<file path="config.mk">
export PLATFORM = sky130hd
export DESIGN_NAME = bcd_to_binary_seq
export DESIGN_NICKNAME = d
export VERILOG_FILES = /design/src/rtl/bcd_to_binary_seq.sv
export SDC_FILE = /design/constraint.sdc
export NUM_CORES = 1
export LEC_CHECK = 0
export ABC_AREA = 1
export BUFFER_PORTS_ARGS = -buffer_cell sky130_fd_sc_hd__clkbuf_2
export CAP_MARGIN = 0
export CORE_MARGIN = 2
export CORE_UTILIZATION = 40
export CTS_CLUSTER_SIZE = 8
export DETAILED_ROUTE_END_ITERATION = 10
export GPL_TIMING_DRIVEN = 1
export PLACE_DENSITY_LB_ADDON = 0.2
export SLEW_MARGIN = 10
export SYNTH_ARGS = -nofsm -noshare
export SYNTH_HDL_FRONTEND = slang
export SYNTH_SLANG_ARGS = --single-unit
</file>
<file path="constraint.sdc">
create_clock -name clk -period 1.4 [get_ports clk]
set_clock_uncertainty 0.15 [all_clocks]
set_input_delay 0 -clock clk [delete_from_list [all_inputs] [get_ports clk]]
set_output_delay 0 -clock clk [all_outputs]
set_load 0.02 [all_outputs]
</file>
<file path="src/rtl/bcd_to_binary_seq.sv">
// bcd_to_binary_seq: 7-digit BCD to binary converter, reverse double dabble, one bit per clock
module bcd_to_binary_seq #(
  parameter int OUT_W = 18
) (
  input  logic             clk,
  input  logic             rst_n,
  input  logic             start,
  input  logic [3:0]       bcd6,
  input  logic [3:0]       bcd5,
  input  logic [3:0]       bcd4,
  input  logic [3:0]       bcd3,
  input  logic [3:0]       bcd2,
  input  logic [3:0]       bcd1,
  input  logic [3:0]       bcd0,
  output logic [OUT_W-1:0] binary,
  output logic             busy,
  output logic             done,
  output logic             overflow,
  output logic             err_digit
);
  typedef enum logic [1:0] {IDLE, SHIFT, FIN} state_t;
  state_t             r_state, w_next;
  logic [51:0]        r_sr, w_shift, w_corr;
  logic [4:0]         r_cnt;
  logic               r_err, r_done, r_ovf, r_errd;
  logic [OUT_W-1:0]   r_binary;
  logic               w_bad, w_ovf;
  logic [23:0]        w_field;
  logic [OUT_W+23:0]  w_ext;
  assign w_bad = (bcd6 > 4'd9) | (bcd5 > 4'd9) | (bcd4 > 4'd9) | (bcd3 > 4'd9) |
                 (bcd2 > 4'd9) | (bcd1 > 4'd9) | (bcd0 > 4'd9);
  assign w_field = r_sr[23:0];
  assign w_ext   = {{OUT_W{1'b0}}, w_field};
  assign w_ovf   = |(w_field >> OUT_W);
  assign w_shift = r_sr >> 1;
  // after the shift, any digit that reached 8 or more borrowed a half-weight bit: take 3 back
  always_comb begin
    w_corr = w_shift;
    for (int i = 0; i < 7; i++)
      w_corr[24+4*i +: 4] = (w_shift[24+4*i +: 4] >= 4'd8) ? w_shift[24+4*i +: 4] - 4'd3
                                                           : w_shift[24+4*i +: 4];
  end
  // state register
  always_ff @(posedge clk or negedge rst_n) begin
    if (!rst_n) r_state <= IDLE;
    else        r_state <= w_next;
  end
  // next-state decision
  always_comb begin
    w_next = r_state;
    case (r_state)
      IDLE:    w_next = start ? (w_bad ? FIN : SHIFT) : IDLE;
      SHIFT:   w_next = (r_cnt == 5'd23) ? FIN : SHIFT;
      FIN:     w_next = IDLE;
      default: w_next = IDLE;
    endcase
  end
  // conversion datapath and registered results, which only move when a conversion finishes
  always_ff @(posedge clk or negedge rst_n) begin
    if (!rst_n) begin
      r_sr     <= '0;
      r_cnt    <= '0;
      r_err    <= 1'b0;
      r_done   <= 1'b0;
      r_ovf    <= 1'b0;
      r_errd   <= 1'b0;
      r_binary <= '0;
    end else begin
      r_done <= 1'b0;
      case (r_state)
        IDLE: if (start) begin
          r_sr  <= {bcd6, bcd5, bcd4, bcd3, bcd2, bcd1, bcd0, 24'd0};
          r_cnt <= '0;
          r_err <= w_bad;
        end
        SHIFT: begin
          r_sr  <= w_corr;
          r_cnt <= r_cnt + 5'd1;
        end
        FIN: begin
          r_done   <= 1'b1;
          r_errd   <= r_err;
          r_ovf    <= !r_err && w_ovf;
          r_binary <= r_err ? '0 : (w_ovf ? '1 : w_ext[OUT_W-1:0]);
        end
        default: ;
      endcase
    end
  end
  // outputs
  always_comb begin
    busy      = (r_state == SHIFT);
    done      = r_done;
    overflow  = r_ovf;
    err_digit = r_errd;
    binary    = r_binary;
  end
endmodule

</file>
* Yosys cells after proc, flatten, opt, wreduce, memory -nomap -nowiden
Index checks and enable logic that the tools add are counted.
W data, S select, Z words.
** Storage, ports and cells
- Logic and storage cells :: 65
- Memories :: 0
- Register bits after elaboration :: 81
- ROM bits :: 0
- Latch bits :: 0
- RAM bits :: 0
** Operators by class
- Divide/modulo/power cells :: 0
- Shift operators :: 0
- Bitwise gates (word level) :: 6
- Magnitude comparators :: 14
- Equality and inequality tests :: 4
- Multiply operators :: 0
- Mux-type cells :: 18
- Add/subtract/negate cells :: 8
- Reductions and logical operators :: 7
** Operator list (number)
- $pmux W52 S2 :: 1
- $mux W52 :: 1
- $mux W18 :: 2
- $gt A4 B4 Y1 const B :: 7
- $mux W4 :: 7
- $ge A4 B4 Y1 const B :: 6
- $sub A4 B2 Y4 const B :: 6
- $pmux W5 S2 :: 1
- $mux W2 :: 3
- $or A1 B1 Y1 :: 6
- $reduce_or A6 Y1 :: 1
- $add A5 B1 Y5 const B :: 1
- $eq A5 B5 Y1 const B :: 1
- $mux W5 :: 1
- $ge A3 B4 Y1 const B :: 1
- $pmux W2 S2 :: 1
- $reduce_and A2 Y1 :: 2
- $sub A3 B2 Y4 const B :: 1
- $eq A2 B1 Y1 const B :: 1
- $eq A2 B2 Y1 const B :: 1
- $logic_not A2 Y1 :: 1
- $ne A2 B2 Y1 const B :: 1
- $reduce_bool A2 Y1 :: 1
- $logic_and A1 B1 Y1 :: 1
- 2 further kinds :: 2

* Longest topological paths before layout
Gate-level depths: netlist (run 1).
- Word-level depth :: 10
- Gate-level depth with buffers :: 7
- Depth with buffers taken out :: 6

* Worst setup path before layout (run 1)
No wires, ideal clock.
- Kind :: reg2reg
- From :: register r_sr[23]
- To :: register r_binary[10] (netlist: binary[10])
- Path slack :: 0.043 ns
- Cell stages (with the launch flop) :: 6
- Arrival time :: 1.075 ns
- Required time :: 1.119 ns
- Period minus slack after synthesis :: 1.357 ns
- Library setup time :: 0.131 ns
- Path through :: dfrtp_1 -> nor2_1 -> nand3_1 -> o21ai_2 -> buf_4 -> o211ai_1
** Between the ends
- Cells in the longest elaborated chain, start to end :: 3
** RTL lines
- start, declared :: RTL line 23 : logic [51:0] r_sr, w_shift, w_corr;
- start signal, assigned :: RTL line 72 : r_sr <= {bcd6, bcd5, bcd4, bcd3, bcd2, bcd1, bcd0, 24'd0};
- start signal, assigned :: RTL line 77 : r_sr <= w_corr;
- $reduce_or A6 Y1 :: RTL line 34 : assign w_ovf = |(w_field >> OUT_W);
- $mux W18 (2 in series) :: RTL line 84 : r_binary <= r_err ? '0 : (w_ovf ? '1 : w_ext[OUT_W-1:0]);
- end signal, assigned :: RTL line 84
- end, declared :: RTL line 26 : logic [OUT_W-1:0] r_binary;
No other way between the ends.
A chain may end at the register's enable or synchronous reset.

* Worst setup path in the final report (run 1)
- From :: register r_state[1]
- To :: register r_sr[28]
** Between the ends
- Cells in the longest elaborated chain, start to end :: 3
** RTL lines
- start, declared :: RTL line 22 : state_t r_state, w_next;
- start signal, assigned :: RTL line 46 : else r_state <= w_next;
- $eq A2 B1 Y1 / $logic_not A2 Y1 (equally long branches) :: RTL line 70 : case (r_state)
- $reduce_bool A2 Y1 (no source line) / $ne A2 B2 Y1 (equally long branches)
- $reduce_and A2 Y1 (no source line)
Parallel ways exist; a longest one is shown, timed or not.

==> summary.txt, run 1 <==
Run status
  • Status: complete, but fails checks
  • Failing checks: negative setup slack

Routing
  • First DRT Iteration DRCs: 119
  • DR vias/cell: 5.14
  • First-pass detailed-route iteration total: 4
  • Remaining DRCs: 0
  • Drt wl/cell: 14.7 µm
  • Routed WL: 9.27 mm
  • Detail Route Antenna Nets: 0
  • Vias: 3254

Worst setup path
  • WP data arrival: 1.54 ns
  • Worst path required time: 1.52 ns
  • Worst setup SP type: register
  • R2R depth: 6
  • Critical Path Fanout Max: 15
  • R2R Path End: r_sr[28]$_DFFE_PN0P_
  • Crit path kind: reg2reg
  • Worst reg-to-reg setup slack: -0.02 ns
  • FF-to-FF Start: r_state[1]$_DFF_PN0_
  • Critical Path Sink Type: register

Synth
  • Syn Inst Count: 411
  • Synth warnings: 0
  • Synth top area cells: dfrtp_1, nand2_1, o211ai_1
  • Register bit total from synthesis: 81
  • Synthesized cell area: 3750 µm²
  • Yosys cell types: 24
  • Syn nets: 455
  • Sequential share of the synthesized area: 0.540
  • Syn_area_per_cell: 9.13 µm²
  • Cell taking the most area after synthesis: dfrtp_1
  • Synth top area share: 0.540

Die
  • Die ar.: 10200 µm²
  • Area of the core: 9150 µm²
  • Die width: 101 µm
  • Die H: 101 µm
  • # IOs: 53
  • Cell row count: 35
  • Starting Density: 0.410

GRT
  • First-pass GRT wire length: 15.6 mm
  • M3 GR Usage: 0.0409
  • Largest net degree at the start of global routing: 30
  • Vias in the first global route: 3254
  • Total track usage: 0.195
  • Most Crowded Layer GR: met2
  • Met2 Resource Use GR: 0.330
  • M1 GR Usage: 0.258
  • Antenna violations before repair: 0
  • Grt ovf: 0

Timing
  • RSZ-0062 raised after global routing: yes
  • Worst slew margin: 0.798
  • Final period util: 1.01
  • PnR worst setup slack: -0.0191 ns
  • Tmin final: 1.42 ns
  • Hold Vio Cnt, Final: 0
  • Setup Viol. Count Final: 6
  • Worst Tran Pin Value: 0.303 ns
  • Final Max Slew Viols: 0
  • Fmax: 0.705 GHz

Final layout
  • Diode count: 0
  • Layout cell share with drive strength beyond 1: 0.251
  • Fin cells: 633
  • Commonest non-fill, non-tap cell in the layout: dfrtp_1
  • Most frequent cells in the layout: dfrtp_1, nand2_1, clkbuf_2
  • Final net count: 561
  • Area delta synth->final: 36.2%

CTS
  • Max clock buf depth: 2
  • H-tree levels: 3
  • CTS sink cnt: 81
  • Clock transition at path regs: 0.09 ns
  • CTS root buffer: clkbuf_8
  • TritonCTS buffer count: 9
  • CTS tree: yes
  • Worst skew pair latency: 0.35 ns

Power
  • Leak pwr: 2.38 nW
  • Total power: 5.83 mW
  • P per Cell Area: 1140 nW/µm²
  • VDD IR-drop max: 0.582 mV

Min path
  • Min-Delay Path Class: in2reg
  • Hold worst-path end: r_cnt[1]$_DFFE_PN0P_
  • Hold path start: start
  • Min-Delay Path Depth: 5

Placed design
  • Input/output buffers: 52
  • GP Congestion: 0.804
  • Placed Cells: 576
  • Hpwl dp: 5.74 mm

Job
  • MaxCap Viol Count: 0
how the worst max path moves through the flow:
stage	slack, ns	start	end	cells past startpoint
5_1_grt	-0.1	r_state[1]$_DFF_PN0_	r_sr[26]$_DFFE_PN0P_	6
4_1_cts	-0.04	r_state[0]$_DFF_PN0_	busy	4
3_5_place_dp	-0.007	r_state[1]$_DFF_PN0_	r_sr[28]$_DFFE_PN0P_	6
6_report	-0.02	r_state[1]$_DFF_PN0_	r_sr[28]$_DFFE_PN0P_	6
3_3_place_gp	0.02	r_state[0]$_DFF_PN0_	binary[12]$_DFFE_PN0P_	5
2_1_floorplan	0.04	r_sr[23]$_DFFE_PN0P_	binary[10]$_DFFE_PN0P_	5
layout make-up:
| cell class | instances | area (µm²) |
|---|---|---|
| inverter | 53 | 204 |
| clock buffer | 10 | 138 |
| sequential | 81 | 2030 |
| fill | 848 | 4040 |
| timing repair buffer | 115 | 1030 |
| multi-input combinational | 257 | 1500 |
| tap | 111 | 139 |
| clock inverter | 6 | 72.6 |
worst max-delay path: stages (launching register included):
cell and delay [ns]:
dfrtp_1 0.43, nor2_4 0.19, inv_4 0.08, nand2_8 0.13
buf_12 0.16, o21ai_0 0.09, o22ai_1 0.11
cells in the mapped netlist:
| library cell | count |
|---|---|
| nand3_1 | 19 |
| clkbuf_1 | 3 |
| nand2_1 | 74 |
| o22ai_1 | 34 |
| inv_2 | 2 |
| o21ai_2 | 1 |
| o211ai_1 | 35 |
| xor2_1 | 1 |
| o21a_1 | 1 |
| ha_1 | 13 |
| nor2_2 | 1 |
| or2_1 | 1 |
| buf_6 | 1 |
| buf_4 | 3 |
| inv_1 | 51 |
| nor3_1 | 1 |
| dfrtp_1 | 81 |
| or2_2 | 6 |
| buf_2 | 13 |
| o31ai_1 | 1 |
| o21ai_0 | 26 |
| nor2_4 | 1 |
| a21oi_1 | 16 |
| nor2_1 | 26 |
report_power, final:
| part | total [mW] | internal (mW) | switching [mW] |
|---|---|---|---|
| registers | 2.74 | 2.56 | 0.176 |
| logic | 1.29 | 0.561 | 0.730 |
| clock network | 1.80 | 0.895 | 0.900 |
| total | 5.83 | 4.02 | 1.81 |
per-layer routing:
| layer | wire length (µm) | up-vias |
|---|---|---|
| met5 | 0 | - |
| met4 | 114 | 0 |
| met3 | 338 | 10 |
| met2 | 4570 | 70 |
| met1 | 4250 | 1568 |
| li1 | - | 1606 |
state kept, by name (all words and copies together), names as in the netlist:
name	flops
r_err	1
r_sr	52
r_cnt	5
overflow	1
r_state	2
done	1
binary	18
err_digit	1
stage by stage:
step           setup WS, ns  utilization  hold WS [ns]  setup TNS [ns]  cell area, µm²
2_1_floorplan        0.0432            -        -0.446               0            3750
3_3_place_gp         0.0202        0.470        -0.189               0            4300
3_5_place_dp       -0.00724        0.470        -0.185         -0.0148            4300
4_1_cts             -0.0441        0.546        0.0361          -0.416            4990
5_1_grt             -0.0973        0.559        0.0953           -2.27            5110
6_report            -0.0191        0.559        0.0704         -0.0584            5110
cells by family after synthesis:
logic type	count (synthesis)	synth area share
adder cells (fa/ha/maj)	13	0.0433
flip-flops	81	0.540
XOR/XNOR	1	0.00233
AND/OR/NAND/NOR	129	0.143
AO/OA/AOI/OAI	114	0.189
buffers and inverters	73	0.0823
repair_timing:
action / in CTS / in global routing
endpoints found under the setup margin: 14 / 79
resized for setup: 20 / 27
hold endpoints to repair: 112 / 0
buffers inserted: 4 / 3
hold buffers: 30 / 0
pin swaps: 10 / 8
cloned: 3 / 1
Note: power is estimated with default switching activity, not from simulation.
==> inputs of run 2 (changes only) <==
--- a/config.mk
+++ b/config.mk
@@ -5,7 +5,6 @@
 export SDC_FILE = /design/constraint.sdc
 export NUM_CORES = 1
 export LEC_CHECK = 0
-export ABC_AREA = 1
 export BUFFER_PORTS_ARGS = -buffer_cell sky130_fd_sc_hd__clkbuf_2
 export CAP_MARGIN = 0
 export CORE_MARGIN = 2
==> summary.txt, run 2 <==
Run status
  • Status: complete, but fails checks
  • Failing checks: negative hold slack, negative setup slack

Power
  • P per Cell Area: 1070 nW/µm²
  • VDD IR-drop max: 0.914 mV
  • Leak pwr: 2.65 nW

Synth
  • Yosys cell types: 34
  • Synth warnings: 0
  • Synthesized cell area: 3860 µm²
  • Post-synth EDFFs: 0
  • Register bit total from synthesis: 81
  • Cell taking the most area after synthesis: dfrtp_1
  • Syn nets: 427
  • Synth cell count leaders: dfrtp_1, nor2_1, nand2_1
  • Synth top area cells: dfrtp_1, a22o_1, nor2_1
  • Most frequent cell after synthesis: dfrtp_1
  • Syn Inst Count: 383
  • Asr flop ratio synth: 1.00
  • Primary FF master, synth: dfrtp_1
  • Synth top area share: 0.525
  • Syn_area_per_cell: 10.1 µm²
  • Sequential share of the synthesized area: 0.525

CTS
  • H-tree levels: 3
  • CTS tree: yes
  • CTS sink cnt: 81
  • Clock transition at path regs: 0.09 ns
  • Max clock buf depth: 2
  • CTS root buffer: clkbuf_8
  • Worst skew pair latency: 0.36 ns
  • TritonCTS buffer count: 9
  • Post-CTS Hold Buffers: 31

Routing
  • Detail Route Antenna Nets: 0
  • Drt wl/cell: 14.6 µm
  • Remaining DRCs: 0
  • Routed WL: 9.50 mm
  • Metal3 WL: 334 µm
  • First-pass detailed-route iteration total: 5
  • First DRT Iteration DRCs: 149
  • Vias: 3280
  • Met2 wire length: 4.67 mm
  • DR vias/cell: 5.05
  • Top routing layer in use: met4
  • M1 WL: 4.32 mm

Die
  • Die H: 102 µm
  • Area of the core: 9280 µm²
  • Starting Density: 0.416
  • Die ar.: 10500 µm²
  • # IOs: 53
  • Die width: 102 µm
  • Cell row count: 35

Final layout
  • Fillers: 789
  • Area delta synth->final: 47.6%
  • Max reg flops: 52
  • Commonest non-fill, non-tap cell in the layout: dfrtp_1
  • Layout cell share with drive strength beyond 1: 0.390
  • Most flop-heavy register: r_sr
  • Most frequent cells in the layout: dfrtp_1, clkbuf_2, buf_4
  • Final net count: 559
  • Design area: 5700 µm²
  • Diode count: 0

Worst setup path
  • Critical Path Fanout Max: 9
  • Worst path required time: 1.51 ns
  • WP data arrival: 1.61 ns
  • Worst reg-to-reg setup slack: -0.1 ns
  • Critical Path Sink Type: register
  • CP max-delay cell: dfrtp_1
  • CP top delay family: buffers and inverters
  • FF-to-FF Start: r_state[1]$_DFF_PN0_
  • R2R Path End: r_sr[13]$_DFFE_PN0P_
  • CP bufs+invs: 3
  • Crit path kind: reg2reg
  • Worst Setup SP: r_state[1]$_DFF_PN0_
  • Number of stages on the worst setup path: 5
  • CP Cell Sequence: buf_6, o21bai_4, buf_12, clkbuf_16, a22o_1
  • R2R depth: 5
  • Crit-path max cell delay: 0.42 ns
  • Worst setup SP type: register
  • Crit path capture: r_sr[13]$_DFFE_PN0P_

GRT
  • First-pass GRT wire length: 15.2 mm
  • Grt ovf: 0
  • Largest net degree at the start of global routing: 40
  • Antenna violations before repair: 0
  • Vias in the first global route: 3140
  • Total track usage: 0.185

Placed design
  • Placed cell area: 4620 µm²
  • Hpwl dp: 5.84 mm
  • Input/output buffers: 52
  • GP Congestion: 0.786

Timing
  • RSZ-0062 raised after global routing: yes
  • Worst hold slack: -0.0531 ns
  • Fmax: 0.667 GHz
  • Tmin final: 1.50 ns
  • Final period util: 1.07
  • Final Max Slew Viols: 0
  • PnR worst setup slack: -0.0992 ns
  • Final setup TNS: -2.78 ns
  • Worst Tran Pin Value: 0.397 ns
  • Worst slew margin: 0.735
  • Setup Viol. Count Final: 49
  • Hold Vio Cnt, Final: 28

Min path
  • Min-Delay Path Class: in2async

Job
  • MaxCap Viol Count: 0
[run 2: changes by cell type after synthesis, sizes merged, moves of 7 or more]
cell / change
nor2: +17
o31ai: +17
nand2: -33
nand3: -15
xnor2: +11
a21oi: +12
a22o: +27
inv: -39
nand2b: +8
or2: -7
o211ai: -35
o22ai: -11
[run 2: power by group]
group	total, mW	switching [mW]	internal (mW)
Sequential	2.74	0.231	2.51
Clock	1.84	0.939	0.898
Combinational	1.51	0.675	0.833
Total	6.09	1.84	4.24
[run 2: how the worst min path moves through the flow]
stage | slack [ns] | start | to
3_3_place_gp | -0.20 | rst_n | binary[4]$_DFFE_PN0P_
6_report | -0.05 | rst_n | r_sr[1]$_DFFE_PN0P_
5_1_grt | -0.02 | rst_n | r_sr[1]$_DFFE_PN0P_
3_5_place_dp | -0.19 | rst_n | binary[3]$_DFFE_PN0P_
2_1_floorplan | -0.45 | rst_n | binary[0]$_DFFE_PN0P_
4_1_cts | -0.04 | rst_n | binary[3]$_DFFE_PN0P_
[run 2: cell families (layout without fill, tap and decap cells)]
group / after synthesis / count (layout) / synth area share
and+or+nand+nor: 105 / 105 / 0.119
AOI/OAI and AO/OA: 125 / 125 / 0.213
DFF: 81 / 81 / 0.525
xor gates and xnor gates: 12 / 12 / 0.0272
muxes: 7 / 7 / 0.0185
adders and majority gates: 13 / 13 / 0.0421
buffers and inverters: 40 / 177 / 0.0554
[run 2: what timing repair did]
action,in CTS,in global routing
cloned,2,3
buffers inserted,3,8
endpoints found under the hold margin,111,28
setup endpoints to repair,73,78
gates resized for setup,23,78
pin swaps,2,15
[run 2: cell type report]
type	count	area [µm²]	area share
sequential	81	2030	0.356
clock buffer	10	138	0.0241
timing repair buffer	145	1320	0.232
inverter	16	63.8	0.0112
multi-input combinational	262	1910	0.335
tap	129	161	0.0283
clock inverter	6	73.8	0.0130
[run 2: per-layer routing]
metal | vias up | GRT usage
li1 | 1630 | -
met1 | 1559 | 0.248
met2 | 76 | 0.303
met3 | 15 | 0.0342
met4 | 0 | 0.0636
met5 | - | 0
[run 2: through the flow]
step / setup slack (ns) / power, mW / hold WS, ns / utilization / instances
final: -0.0992 / 6.09 / -0.0531 / 0.614 / 649
after global placement: -0.0252 / 3.84 / -0.201 / 0.497 / 586
after CTS: -0.0734 / 5.83 / -0.0391 / 0.571 / 638
after floorplan: -0.00671 / 3.37 / -0.446 / - / 383
after detailed placement: -0.0672 / 3.86 / -0.192 / 0.497 / 586
after global routing: -0.130 / 6.40 / -0.0229 / 0.614 / 649
[run 2: worst reg2reg max path, stage by stage, from the launching register on]
cell	delay [ns]
dfrtp_1	0.42
buf_6	0.14
o21bai_4	0.20
buf_12	0.17
clkbuf_16	0.15
a22o_1	0.17
